[src/rtl/sn76489_pkg.sv]
`default_nettype none
// +--------------------------------------------------------------------+
// | sn76489_pkg : shared amplitude table and mix limits for PSG voices |
// | Revision    : 1.0                                                  |
// +--------------------------------------------------------------------+
package sn76489_pkg;

  localparam int AMP_W   = 16;
  localparam int MIX_MAX = 32767;
  localparam int MIX_MIN = -32767;

  // 2 dB per step, truncated; index 15 is silence
  localparam logic [AMP_W-1:0] ATT_TABLE [16] = '{
    16'd32767, 16'd26027, 16'd20674, 16'd16422,
    16'd13044, 16'd10361, 16'd8230,  16'd6537,
    16'd5193,  16'd4125,  16'd3276,  16'd2602,
    16'd2067,  16'd1642,  16'd1304,  16'd0
  };

  function automatic logic [AMP_W-1:0] att_to_amp(input logic [3:0] att);
    return ATT_TABLE[att];
  endfunction

endpackage
`default_nettype wire

[src/rtl/sn76489_tone_channel.sv]
`default_nettype none
// +--------------------------------------------------------------------+
// | sn76489_tone_channel : one square-wave voice with restart & DC mode |
// | Revision             : 1.0                                          |
// +--------------------------------------------------------------------+
module sn76489_tone_channel
  import sn76489_pkg::*;
#(
  parameter int N_W = 10
) (
  input  logic             clk,
  input  logic             reset,
  input  logic             i_enable,
  input  logic [N_W-1:0]   i_n,
  input  logic [3:0]       i_att,
  input  logic             i_phase_rst,
  output logic [AMP_W-1:0] o_out
);

  logic [N_W-1:0]   r_cnt;
  logic             r_pol;
  logic [AMP_W-1:0] r_out;
  logic [AMP_W-1:0] w_amp;
  logic [AMP_W-1:0] w_neg;

  assign w_amp = att_to_amp(i_att);
  assign w_neg = '0 - w_amp;

  always_ff @(posedge clk or negedge reset) begin
    if (!reset) begin
      r_cnt <= '0;
      r_pol <= 1'b0;
      r_out <= '0;
    end else begin
      r_out <= r_pol ? w_amp : w_neg;
      // restart outranks the tick so a sync pulse never lands half-toggled
      if (i_phase_rst) begin
        r_cnt <= i_n;
        r_pol <= 1'b1;
      end else if (i_enable) begin
        if (i_n == '0) begin
          r_cnt <= '0;
          r_pol <= 1'b1;
        end else if (r_cnt <= N_W'(1)) begin
          r_cnt <= i_n;
          r_pol <= ~r_pol;
        end else begin
          r_cnt <= r_cnt - N_W'(1);
        end
      end
    end
  end

  assign o_out = r_out;

endmodule
`default_nettype wire

[src/rtl/sn76489_tone_bank.sv]
`default_nettype none
// +--------------------------------------------------------------------+
// | sn76489_tone_bank : NUM_CH tone voices plus saturated signed mix    |
// | Revision          : 1.0                                             |
// +--------------------------------------------------------------------+
module sn76489_tone_bank
  import sn76489_pkg::*;
#(
  parameter int NUM_CH = 3,
  parameter int N_W    = 10
) (
  input  logic                    clk,
  input  logic                    reset,
  input  logic                    enable,
  input  logic [NUM_CH*N_W-1:0]   ch_n,
  input  logic [NUM_CH*4-1:0]     ch_att,
  input  logic [NUM_CH-1:0]       phase_rst,
  output logic [NUM_CH*AMP_W-1:0] ch_out,
  output logic [AMP_W-1:0]        mix_out
);

  localparam int c_SUM_W = AMP_W + $clog2(NUM_CH);
  localparam logic signed [c_SUM_W-1:0] c_SUM_MAX = c_SUM_W'(MIX_MAX);
  localparam logic signed [c_SUM_W-1:0] c_SUM_MIN = c_SUM_W'(MIX_MIN);

  logic signed [c_SUM_W-1:0] w_sum;
  logic signed [AMP_W-1:0]   w_mix_nxt;
  logic signed [AMP_W-1:0]   r_mix;

  for (genvar k = 0; k < NUM_CH; k++) begin : g_ch
    sn76489_tone_channel #(
      .N_W (N_W)
    ) u_ch (
      .clk         (clk),
      .reset       (reset),
      .i_enable    (enable),
      .i_n         (ch_n[k*N_W +: N_W]),
      .i_att       (ch_att[k*4 +: 4]),
      .i_phase_rst (phase_rst[k]),
      .o_out       (ch_out[k*AMP_W +: AMP_W])
    );
  end

  always_comb begin
    w_sum = '0;
    for (int k = 0; k < NUM_CH; k++) begin
      w_sum = w_sum + c_SUM_W'($signed(ch_out[k*AMP_W +: AMP_W]));
    end
  end

  // symmetric clamp keeps -32768 out of the DAC path
  always_comb begin
    w_mix_nxt = w_sum[AMP_W-1:0];
    if (w_sum > c_SUM_MAX) begin
      w_mix_nxt = AMP_W'(MIX_MAX);
    end else if (w_sum < c_SUM_MIN) begin
      w_mix_nxt = AMP_W'(MIX_MIN);
    end
  end

  always_ff @(posedge clk or negedge reset) begin
    if (!reset) begin
      r_mix <= '0;
    end else begin
      r_mix <= w_mix_nxt;
    end
  end

  assign mix_out = r_mix;

endmodule
`default_nettype wire

[config.mk]
export PLATFORM = sky130hd
export DESIGN_NAME = sn76489_tone_bank
export DESIGN_NICKNAME = d
export VERILOG_FILES = /design/src/rtl/sn76489_pkg.sv /design/src/rtl/sn76489_tone_channel.sv /design/src/rtl/sn76489_tone_bank.sv
export SDC_FILE = /design/constraint.sdc
export NUM_CORES = 1
export LEC_CHECK = 0
export BUFFER_PORTS_ARGS = -buffer_cell sky130_fd_sc_hd__buf_2
export CAP_MARGIN = 25
export CORE_MARGIN = 3
export CORE_UTILIZATION = 60
export DETAILED_ROUTE_END_ITERATION = 12
export PLACE_DENSITY = 0.84
export SYNTH_ARGS = -nofsm -noshare
export SYNTH_HDL_FRONTEND = slang
export SYNTH_SLANG_ARGS = --single-unit
export TNS_END_PERCENT = 1
[constraint.sdc]
create_clock -name clk -period 8.69 [get_ports clk]
set_input_delay 1.738 -clock clk [delete_from_list [all_inputs] [get_ports clk]]
set_output_delay 1.738 -clock clk [all_outputs]
set_load 0.02 [all_outputs]
==> run summary, run 1 <==
The path class of the tightest hold or removal check is flop to flop. The launch point of the critical path is enable. The post-detailed-route count of antenna-violating nets is 0. Net switching is 39.2% of the power. The clock insertion delay at the later pin of the skew report came out at 350 ps. The internal power summed over all cells came out at 1.03 mW.

The combinational share of power is 41.9%. The placed wire-length estimate after detailed placement is 13800 um. In the synthesized netlist the dominant register cell turns out to be sky130_fd_sc_hd__dfrtp_1. After detailed routing, the met3 layer carries 1200 um of wire. The accumulated negative setup slack came out at 0 ps. The number of buffers created by CTS came out at 9.

The largest driver fanout on the critical path came out at 31. Routed signal wires occupy layers up through met5. The overall track demand over capacity in global routing came out at 26.9%. The final max-slew violation count came out at 0. The number of buffers between clock root and the deepest sink is 2. For this design the top-level I/O count stands at 112. Summed over all instances, the cell type with the most area after synthesis is sky130_fd_sc_hd__dfrtp_1. Clock tree synthesis selected as its root buffer the cell sky130_fd_sc_hd__clkbuf_16. Counting cells, the worst reg-to-reg path comes to 12.

The total power came out at 1.70 mW. STA classifies the critical path startpoint as an input port. The number of antenna diodes in the final layout is 0. OpenSTA, run right after detailed placement, puts the worst setup slack at 4620 ps. The worst register-to-register path begins at g_ch[0].u_ch.o_out[1]. The power dissipated by switching net loads came out at 665 uW.

The proportion of power drawn by the clock network came out at 24.4%. The worst path in the final design needs a cycle of 3730 ps, including I/O delays and setup. The vertical die dimension is 117 um. In this run the horizontal extent of the chip is 117 um. The iteration-0 DRC count of the detailed router came out at 694. The headroom to the max-slew limit came out at 52.6%. After synthesis, the share of flip-flops with an asynchronous set or reset is 100%. The reported max-cap violation count came out at 0.

The arrival time reported for the critical path endpoint is 4010 ps. The routed design uses 8290 um of met2 wire. The area of the mapped netlist came out at 7360 sq um. The number of warnings reported in the yosys synthesis log is 0.

In the synthesized netlist, the cells that appear most often are 97 x sky130_fd_sc_hd__dfrtp_1, 76 x sky130_fd_sc_hd__a21oi_1, 69 x sky130_fd_sc_hd__nor2_1. The setup-violating endpoint count in the final report came out at 0. The post-cts hold buffer count is 0. Averaged over all synthesized cells, the footprint is 8.84 sq um.

The number of antenna violations at the first check in global routing came out at 1. The post-CTS setup-driven buffer insertion count is 0. The count of final hold-check violations is 0. Ranked by total cell area, the synthesized netlist is headed by sky130_fd_sc_hd__dfrtp_1 33%, sky130_fd_sc_hd__ha_1 6.5%, sky130_fd_sc_hd__a21oi_1 5.2%.

The number of iterations in the first detailed-routing pass came out at 5. Entering global routing, the biggest net connects 50 pins. The count of flip-flops with a built-in enable after synthesis is 0. The initial cell density of the core came out at 62.8%.

The sequential share of the synthesized area is 33.0%. The worst-case clock skew is 7.66 ps. The clock drives 97 sinks. The area growth from synthesis to layout came out at 12.0%.

The post-route fraction of the period consumed by the critical path came out at 43.0%. Synthesis handed over a netlist of 832 instances. The die footprint is 13600 sq um. The clock-pin slew on the worst setup and hold paths came out at 70 ps. The maximum clock rate is 268 MHz. The area fraction of the dominant cell type after synthesis is 33.0%. In the routed layout, each cell is associated on average with a via count of 6.15. VDD sags by at most 0.0000921 V.

The first global-routing pass estimated 29000 um of wire. The critical path ends at g_ch[2].u_ch.r_cnt[7]. The floorplan has 39 rows. The total grt overflow is 0.

The flip-flop and latch count after synthesis came out at 97. The most numerous cell in the Yosys netlist is sky130_fd_sc_hd__dfrtp_1. The post-layout net count is 1021. The via count of the first global-routing pass was 5879.

TritonCTS built the clock tree. For this block, wires on met1 add up to 7830 um. The sequential share of power is 33.7%. The power per cell area came out at 206 nW/um^2. The setup slack of the worst register-to-register path is 5140 ps. The via count is 6561.

For this design the static power due to leakage is 3.71 nW. After detailed routing, the number of remaining DRC violations is 0. The required time reported for the critical path endpoint came out at 8970 ps.

In this run the critical register-to-register path is captured at mix_out[14]. The post-synth net total came out at 935. The run finished with clean final reports. The transition time of the tightest slew-check pin came out at 707 ps. Setup repair after global routing left no endpoint under its margin.

The setup path with the least slack is of type input port to flop. After synthesis, the netlist uses 79 different library cells. The quantity of I/O buffers inserted on ports is 111.

The worst setup path is captured at a flop. The final critical-path setup slack came out at 4960 ps. The fraction of final layout cells with drive strength greater than 1 is 19.0%. The per-cell routed wire length came out at 16.8 um. CTS built an H-tree with a depth of 3. The final weighted congestion of routability-driven global placement is 0.935. The total wire length after detailed routing is 17900 um. The post-cts repair resize count is 0. The total core area is 11700 sq um.
-- placed cells by master (no fill, tap or decap), drive strengths merged, types with 12 or more instances in the layout --
| cell type | instances |
|---|---|
| a31oi | 17 |
| or3 | 12 |
| ha | 38 |
| xor2 | 17 |
| o21ai | 71 |
| a211oi | 12 |
| nand3 | 12 |
| nor4 | 13 |
| buf | 113 |
| mux2i | 13 |
| a21oi | 92 |
| nand2 | 50 |
| a21o | 12 |
| xnor2 | 37 |
| dfrtp | 97 |
| inv | 49 |
| nand2b | 13 |
| nor2 | 69 |
| nor3 | 19 |
| fa | 17 |
-- worst max-delay path, cell delays in order --
cell and delay (ps):
sky130_fd_sc_hd__buf_2 420, sky130_fd_sc_hd__clkinv_1 730, sky130_fd_sc_hd__or3b_2 690, sky130_fd_sc_hd__nand2b_1 220, sky130_fd_sc_hd__nand2_1 100, sky130_fd_sc_hd__o211ai_1 90
-- layer usage --
metal	track usage [%]	up-vias
li1	-	3189
met3	5.75	38
met2	42.2	251
met1	36.6	3081
met5	0	-
met4	10.2	2
-- per-stage QoR --
stage	std cells	hold slack [ps]	utilization [%]	cell area, sq um
after detailed placement	1050	572	67.7	7930
after floorplan	832	507	-	7360
after CTS	1066	577	70.4	8240
after global routing	1066	617	70.4	8240
after global placement	1049	546	67.7	7930
final	1066	578	70.4	8240
-- power groups by stage --
stage                     clock, mW  sequential [mW]  combinational, mW
after global routing          0.442            0.582              0.786
after floorplan                   0            0.637              0.459
final                         0.415            0.572              0.712
after CTS                     0.421            0.571              0.704
after global placement            0            0.577              0.682
after detailed placement          0            0.580              0.698
-- logic make-up after synthesis --
kind of cell | Yosys count | share of synthesized area [%]
XOR/XNOR | 54 | 6.43
AND/OR/NAND/NOR | 242 | 17.0
multiplexers | 22 | 3.45
buffers and inverters | 86 | 4.81
adder cells (fa/ha/maj) | 56 | 11.2
flip-flops | 97 | 33.0
AO/OA/AOI/OAI | 275 | 24.1
-- area by class of cell --
type	count	area, sq um
inverters	48	180
fillers	950	3470
clock inverters	5	62.6
flip-flops and latches	97	2430
well taps	143	179
clock buffers	11	243
repair buffers	113	573
multi-input cells	649	4570
-- sequential cells by signal, summed over array words and instances, names as in the netlist --
signal	count
g_ch.u_ch.o_out	48
g_ch.u_ch.r_cnt	30
g_ch.u_ch.r_pol	3
mix_out	16
-- how the worst min path moves through the flow --
| stage | cells past startpoint | slack, ps | endpoint | start |
|---|---|---|---|---|
| after floorplan | 2 | 510 | g_ch[2].u_ch.r_cnt[7] | g_ch[2].u_ch.r_cnt[7] |
| after global placement | 2 | 550 | g_ch[0].u_ch.r_cnt[7] | g_ch[0].u_ch.r_cnt[7] |
| after detailed placement | 2 | 570 | g_ch[2].u_ch.r_cnt[7] | g_ch[2].u_ch.r_cnt[7] |
| after CTS | 2 | 580 | g_ch[2].u_ch.r_cnt[7] | g_ch[2].u_ch.r_cnt[7] |
| after global routing | 2 | 620 | g_ch[2].u_ch.r_cnt[7] | g_ch[2].u_ch.r_cnt[7] |
| final | 2 | 580 | g_ch[2].u_ch.r_cnt[7] | g_ch[2].u_ch.r_cnt[7] |
No activity file was read; power rests on OpenSTA's default activity.
==> inputs of run 2 (changes only) <==
CORE_UTILIZATION = 53   (was 60)
PLACE_DENSITY = 0.78   (was 0.84)
clock period = 3.1 ns   (was 8.69 ns; I/O delays follow)
==> run summary, run 2 (same netlist as run 1, synthesis figures left out) <==
The run finished, with violations left. The final reports fail on negative setup slack. The via count of the first global-routing pass is 6054. The mean number of vias per cell came out at 5.81.

The required time reported for the critical path endpoint came out at 3340 ps. TritonCTS built the clock tree. The setup slack of the worst register-to-register path is -60 ps. The delay of the slowest cell on the worst path is 560 ps. Across the run, the number of max-cap violations was 0. The post-detailed-route count of antenna-violating nets is 0.

The final design instance area without fill is 8610 sq um. The post-layout net count came out at 1051. Leaving out fill and tap cells, the most frequent cell in the layout is sky130_fd_sc_hd__buf_2. The number of antenna violations at the first check in global routing is 0.

The class of the tightest hold or removal check is input port to async pin. At the pin with the least slew margin, the transition time is 559 ps. The number of buffers between clock root and the deepest sink is 2.

After clock tree synthesis, the clock-pin slew on the worst setup and hold paths is 70 ps. The post-route fraction of the period consumed by the critical path came out at 102%. The final weighted congestion of routability-driven global placement is 0.951. The quantity of I/O buffers inserted on ports came out at 111. The kind of cell with the highest combined delay on the critical path is adder cells. The headroom to the max-slew limit came out at 62.5%. The leakage power is 3.89 nW. The top cell types in the final layout, fill and taps aside, are 110 x sky130_fd_sc_hd__buf_2, 95 x sky130_fd_sc_hd__dfrtp_1, 76 x sky130_fd_sc_hd__a21oi_1.

After global routing the overflow that remains totals 0. The endpoint of the worst setup timing path is mix_out[7]. The boundary pin count is 112.

The total core area came out at 13400 sq um. The worst-case vdd ir drop is 0.000537 V. The antenna diode count is 0. The cell count of the worst reg-to-reg path came out at 13. The worst register-to-register path ends at mix_out[7]. The H-tree depth came out at 3.

Once detailed placement completed, the half-perimeter wirelength came to 14200 um. The first TritonRoute pass finished after 5 iterations. The via count is 6565.

The final max-slew violation count is 0. The die footprint came out at 15300 sq um. The critical path is of the flop to flop type. The vertical die dimension is 124 um. The maximum number of pins on one net before global-route repair is 75. The clock insertion delay at the later pin of the skew report is 360 ps. The die is 124 um wide. The iteration-0 DRC count of the detailed router is 522. The most numerous cell type found on the critical path is sky130_fd_sc_hd__a21oi_2.

The number of sinks on the clock net is 97. After detailed routing, the average wire length per cell comes to 16.3 um. The standard cell area after detailed placement is 8240 sq um. After clock tree synthesis, the setup repair step added 0 buffers. The row count came out at 42. The initial utilization of the core area, before any placement, comes to 54.9%.

The number of hold buffers added after CTS was 0. The number of buffers created by CTS is 9. The DRC violations left came out at 0. The launching element type of the critical path is a flop. The total power is 4.98 mW. The setup-violating endpoint count in the final report came out at 12. The count of final hold-check violations is 0. The reg-to-reg startpoint is g_ch[0].u_ch.o_out[1]. The post-route netlist has 22.5% of its cells at a drive strength greater than 1. The worst path buffer plus inverter count came out at 3. Power spread over the standard cell area amounts to 578 nW/um^2. The endpoint type of the worst setup path is a flop. The flip-flop count of the largest register, all copies and words added came out at 48.

Across every metal layer, demand over resource in global routing totals 24.5%. The minimum clock period is 3160 ps. The total wire length after detailed routing came out at 18400 um. At the worst endpoint, the arrival time is 3400 ps. The worst-case clock skew is 8.07 ps.

In this run the number of cells on the critical path is 13. The maximum clock rate came out at 316 MHz. Tracing the worst setup path back leads to its startpoint at g_ch[0].u_ch.o_out[1]. The wire length of the first global-routing pass is 29700 um. Setup repair after global routing could not meet its margin everywhere.

The largest driver fanout on the critical path is 10. The buffer type at the clock tree root is sky130_fd_sc_hd__clkbuf_16. Traced cell by cell, the critical path runs through inv_2 -> fa_1 -> inv_1 -> ha_2 -> fa_2 -> a211oi_2 -> or3_4 -> a21o_1 -> a21oi_2 -> maj3_2 -> o31ai_4 -> buf_12 -> a21oi_2. The slowest library cell on the worst path is sky130_fd_sc_hd__fa_1. The area growth from synthesis to layout came out at 17.1%.

The final critical-path setup slack is -63.9 ps.
==> run 2: changes by cell type in the layout (fill, tap and decap cells not counted), moves of 2 or more <==
| cell | change |
|---|---|
| sky130_fd_sc_hd__a211oi_1 | -2 |
| sky130_fd_sc_hd__a211oi_2 | +2 |
| sky130_fd_sc_hd__buf_12 | +2 |
| sky130_fd_sc_hd__buf_4 | +27 |
| sky130_fd_sc_hd__dfrtp_1 | -2 |
| sky130_fd_sc_hd__dfrtp_2 | +2 |
==> run 2: worst register-to-register path: stages, from the launching register on <==
cell,delay [ps]
sky130_fd_sc_hd__dfrtp_2,360
sky130_fd_sc_hd__inv_2,40
sky130_fd_sc_hd__fa_1,560
sky130_fd_sc_hd__inv_1,50
sky130_fd_sc_hd__ha_2,180
sky130_fd_sc_hd__fa_2,350
sky130_fd_sc_hd__a211oi_2,220
sky130_fd_sc_hd__or3_4,180
sky130_fd_sc_hd__a21o_1,180
sky130_fd_sc_hd__a21oi_2,80
sky130_fd_sc_hd__maj3_2,340
sky130_fd_sc_hd__o31ai_4,290
sky130_fd_sc_hd__buf_12,180
sky130_fd_sc_hd__a21oi_2,40
==> run 2: final cells by class <==
| type | count | area [sq um] |
|---|---|---|
| fillers | 1131 | 4790 |
| multi-input cells | 649 | 4610 |
| flip-flops and latches | 97 | 2430 |
| repair buffers | 143 | 843 |
| clock buffers | 11 | 243 |
| well taps | 176 | 220 |
| inverters | 48 | 180 |
| clock inverters | 5 | 87.6 |
==> run 2: per-layer routing <==
metal / global-route usage (%) / vias to the layer above / share of wire [%]
li1: - / 3241 / -
met1: 32.6 / 3072 / 43
met2: 40.2 / 231 / 48
met3: 5.50 / 21 / 6.2
met4: 7.34 / 0 / 2.3
met5: 0 / - / 0
==> run 2: metrics by stage <==
step           util [%]  cells  TNS [ps]  hold slack (ps)  setup slack, ps
2_1_floorplan         -    832         0              324             13.2
3_3_place_gp       61.5   1112      -903              542            -86.9
3_5_place_dp       61.5   1112     -1530              567             -127
4_1_cts            64.0   1128      -854              453            -83.1
5_1_grt            64.3   1129     -1970              216             -159
6_report           64.3   1129      -598              207            -63.9
==> run 2: worst min path at each step <==
stage | cells after the start | to | startpoint
global route | 2 | g_ch[1].u_ch.o_out[14] | reset
floorplan | 0 | g_ch[0].u_ch.o_out[0] | reset
finish | 2 | g_ch[2].u_ch.o_out[15] | reset
CTS | 1 | g_ch[0].u_ch.o_out[7] | reset
global placement | 2 | g_ch[2].u_ch.r_cnt[7] | g_ch[2].u_ch.r_cnt[7]
detailed placement | 2 | g_ch[0].u_ch.r_cnt[9] | g_ch[0].u_ch.r_cnt[9]
==> run 2: where the power goes <==
group,switching [mW],total (mW),internal (mW)
Combinational,1.24,2.15,0.910
Clock,0.502,1.24,0.737
Sequential,0.131,1.60,1.46
==> run 2: what timing repair did <==
action / 4_1_cts / 5_1_grt
pin swaps: 0 / 2
resized for setup: 3 / 2
setup endpoints to repair: 15 / 15
==> inputs of run 3 (changes only) <==
CAP_MARGIN = default   (was 25)
SKIP_CTS_REPAIR_TIMING = 1   (was default)
==> run summary, run 3 (same netlist as run 1, synthesis figures left out) <==
The minimum clock period is 3210 ps. IR analysis of the VDD net gives a maximum drop of 0.000533 V. Combinational logic burns 43.3% of the power.

For the worst setup path, the data arrival time is 3460 ps. The post-route fraction of the period consumed by the critical path came out at 104%. Counting along the longest clock path gives a buffer depth of 2. For the worst-skew pair, the clock arrives at the later sink with an insertion delay of 360 ps.

The mean number of vias per cell came out at 5.84. For this block, the routed nets add up to 18600 um of wire. The number of iterations in the first detailed-routing pass is 6. The worst setup path is launched from a flop. The number of buffers created by CTS is 9. In the routed design, unresolved DRC markers number 0. In this run the clock root is driven by a sky130_fd_sc_hd__clkbuf_16. The top cell types in the final layout, fill and taps aside, are 110 x sky130_fd_sc_hd__buf_2, 95 x sky130_fd_sc_hd__dfrtp_1, 76 x sky130_fd_sc_hd__a21oi_1.

The signal on the critical path passes through inv_2 -> fa_1 -> inv_1 -> ha_2 -> fa_2 -> a211oi_2 -> or3_4 -> a21o_1 -> a21oi_2 -> maj3_2 -> o31ai_4 -> buf_6 -> clkbuf_16 -> a21oi_2. The total power came out at 4.99 mW. In this design, the stage delay of the slowest critical-path cell is 560 ps. The sequential share of power came out at 32.0%. The via count of the first global-routing pass is 6049. At the placement stage, the worst setup path has a slack of -127 ps. After clock tree synthesis, the clock-pin slew on the worst setup and hold paths is 70 ps. The count of final hold-check violations is 0.

TritonCTS built the clock tree. At the worst endpoint, the required time is 3340 ps. The H-tree depth is 3.

The worst-case clock skew came out at 7.71 ps. The reported max-cap violation count is 0. For this run, the post-layout net count is 1052. The die footprint came out at 15300 sq um. The post-route netlist has 22.5% of its cells at a drive strength greater than 1. The number of sinks on the clock net is 97. The internal power summed over all cells came out at 3.11 mW. Setup violations remaining at the end of the flow were counted as 14. The boundary pin count is 112. The total grt overflow is 0. The checks that failed: negative setup slack.

The antenna diode count came out at 0. For the pin with the worst max-slew slack, the measured transition is 950 ps. The flip-flop count of the largest register, all copies and words added came out at 48.

The slowest library cell on the worst path is sky130_fd_sc_hd__fa_1. The largest driver fanout on the critical path came out at 5. The die is 124 um tall. In this design, the critical path's most frequently occurring cell is sky130_fd_sc_hd__a21oi_2. The flow ran to the end, but the final reports show violations. The number of antenna violations at the first check in global routing is 0.

The wire length of the first global-routing pass is 29700 um. The congestion estimate from routability-driven global placement came to 0.951. The proportion of power drawn by the clock network is 24.7%. The worst setup path is captured at a flop. The maximum clock rate came out at 311 MHz. Of the total power, the share spent switching nets is 37.7%.

The number of inserted filler cells in the final layout is 1136. The row count came out at 42. The horizontal die dimension came out at 124 um. The post-detailed-route count of antenna-violating nets is 0. The via count is 6595. The critical path class is flop to flop.

The min-delay analysis places its worst path in the category input port to async pin. Entering global routing, the biggest net connects 75 pins. The power per cell area came out at 578 nW/um^2. The total area inside the core boundary comes to 13400 sq um. The iteration-0 DRC count of the detailed router is 620.

Global routing consumed, over all layers together, 24.5% of the routing resources. The final critical-path setup slack is -113 ps. Summed over all nets, the half-perimeter wirelength after detailed placement is 14200 um. The quantity of I/O buffers inserted on ports is 111. The most frequent standard cell in the layout excluding fill and tap cells is sky130_fd_sc_hd__buf_2. The area growth from synthesis to layout is 17.2%.

The leakage power is 3.89 nW. The final max-slew violation count came to 0. The kind of cell with the highest combined delay on the critical path is adder cells. The analysis attributes to net switching a power of 1.88 mW. The worst slack on hold paths came out at 388 ps. The per-cell routed wire length is 16.4 um.

Setup repair after global routing could not meet its margin everywhere. Headroom to the max-slew limit came out at 36.7%. The initial cell density of the core is 54.9%. The worst path buffer plus inverter count came out at 4.
## run 3: cell types whose count changed in the layout (fill, tap and decap cells not counted), sizes merged
cell,previous run,this run
clkbuf,11,12
## run 3: layer usage
metal	global-route usage, %	part of all wire [%]	up-vias
met5	0	0	-
met4	7.34	2.7	0
met3	5.50	6.4	31
met2	40.1	48	243
met1	32.6	42	3083
li1	-	-	3238
## run 3: path summary, 6_finish.rpt
kind / end / start / slack, ps / depth (start not counted)
max: mix_out[10] / g_ch[0].u_ch.o_out[1] / -110 / 14
min: g_ch[0].u_ch.o_out[7] / reset / 390 / 1
max reg2reg: mix_out[10] / g_ch[0].u_ch.o_out[1] / -110 / 14
min reg2reg: g_ch[0].u_ch.r_cnt[9] / g_ch[0].u_ch.r_cnt[9] / 580 / 2
max in group asynchronous: mix_out[10] / reset / 1910 / 2
min in group clk: g_ch[2].u_ch.r_cnt[4] / ch_n[24] / 490 / 3
## run 3: worst register-to-register path, cell delays in order, from the launching register on
cell and delay, ps:
sky130_fd_sc_hd__dfrtp_2 360, sky130_fd_sc_hd__inv_2 40, sky130_fd_sc_hd__fa_1 560, sky130_fd_sc_hd__inv_1 50, sky130_fd_sc_hd__ha_2 180, sky130_fd_sc_hd__fa_2 350, sky130_fd_sc_hd__a211oi_2 220, sky130_fd_sc_hd__or3_4 180
sky130_fd_sc_hd__a21o_1 180, sky130_fd_sc_hd__a21oi_2 80, sky130_fd_sc_hd__maj3_2 340, sky130_fd_sc_hd__o31ai_4 230, sky130_fd_sc_hd__buf_6 160, sky130_fd_sc_hd__clkbuf_16 150, sky130_fd_sc_hd__a21oi_2 30
## run 3: cell type report
cell class | instances | area [sq um] | area share (%)
Clock buffer | 11 | 243 | 2.82
Clock inverter | 5 | 87.6 | 1.02
Inverter | 48 | 180 | 2.09
Multi-Input combinational cell | 649 | 4610 | 53.5
Sequential cell | 97 | 2430 | 28.2
Tap cell | 176 | 220 | 2.55
Timing Repair Buffer | 144 | 852 | 9.88
## run 3: through the flow
stage	TNS (ps)	instances	area, sq um	utilization [%]
floorplan	0	832	7370	-
finish	-1120	1130	8620	64.3
global placement	-903	1112	8240	61.5
detailed placement	-1530	1112	8240	61.5
global route	-2360	1130	8620	64.3
CTS	-1950	1128	8570	63.9
## run 3: power groups by stage
stage | sequential, mW | combinational (mW) | clock [mW]
global placement | 1.61 | 2.08 | 0
detailed placement | 1.62 | 2.11 | 0
floorplan | 1.79 | 1.30 | 0
CTS | 1.59 | 2.12 | 1.25
finish | 1.60 | 2.16 | 1.23
global route | 1.62 | 2.38 | 1.30
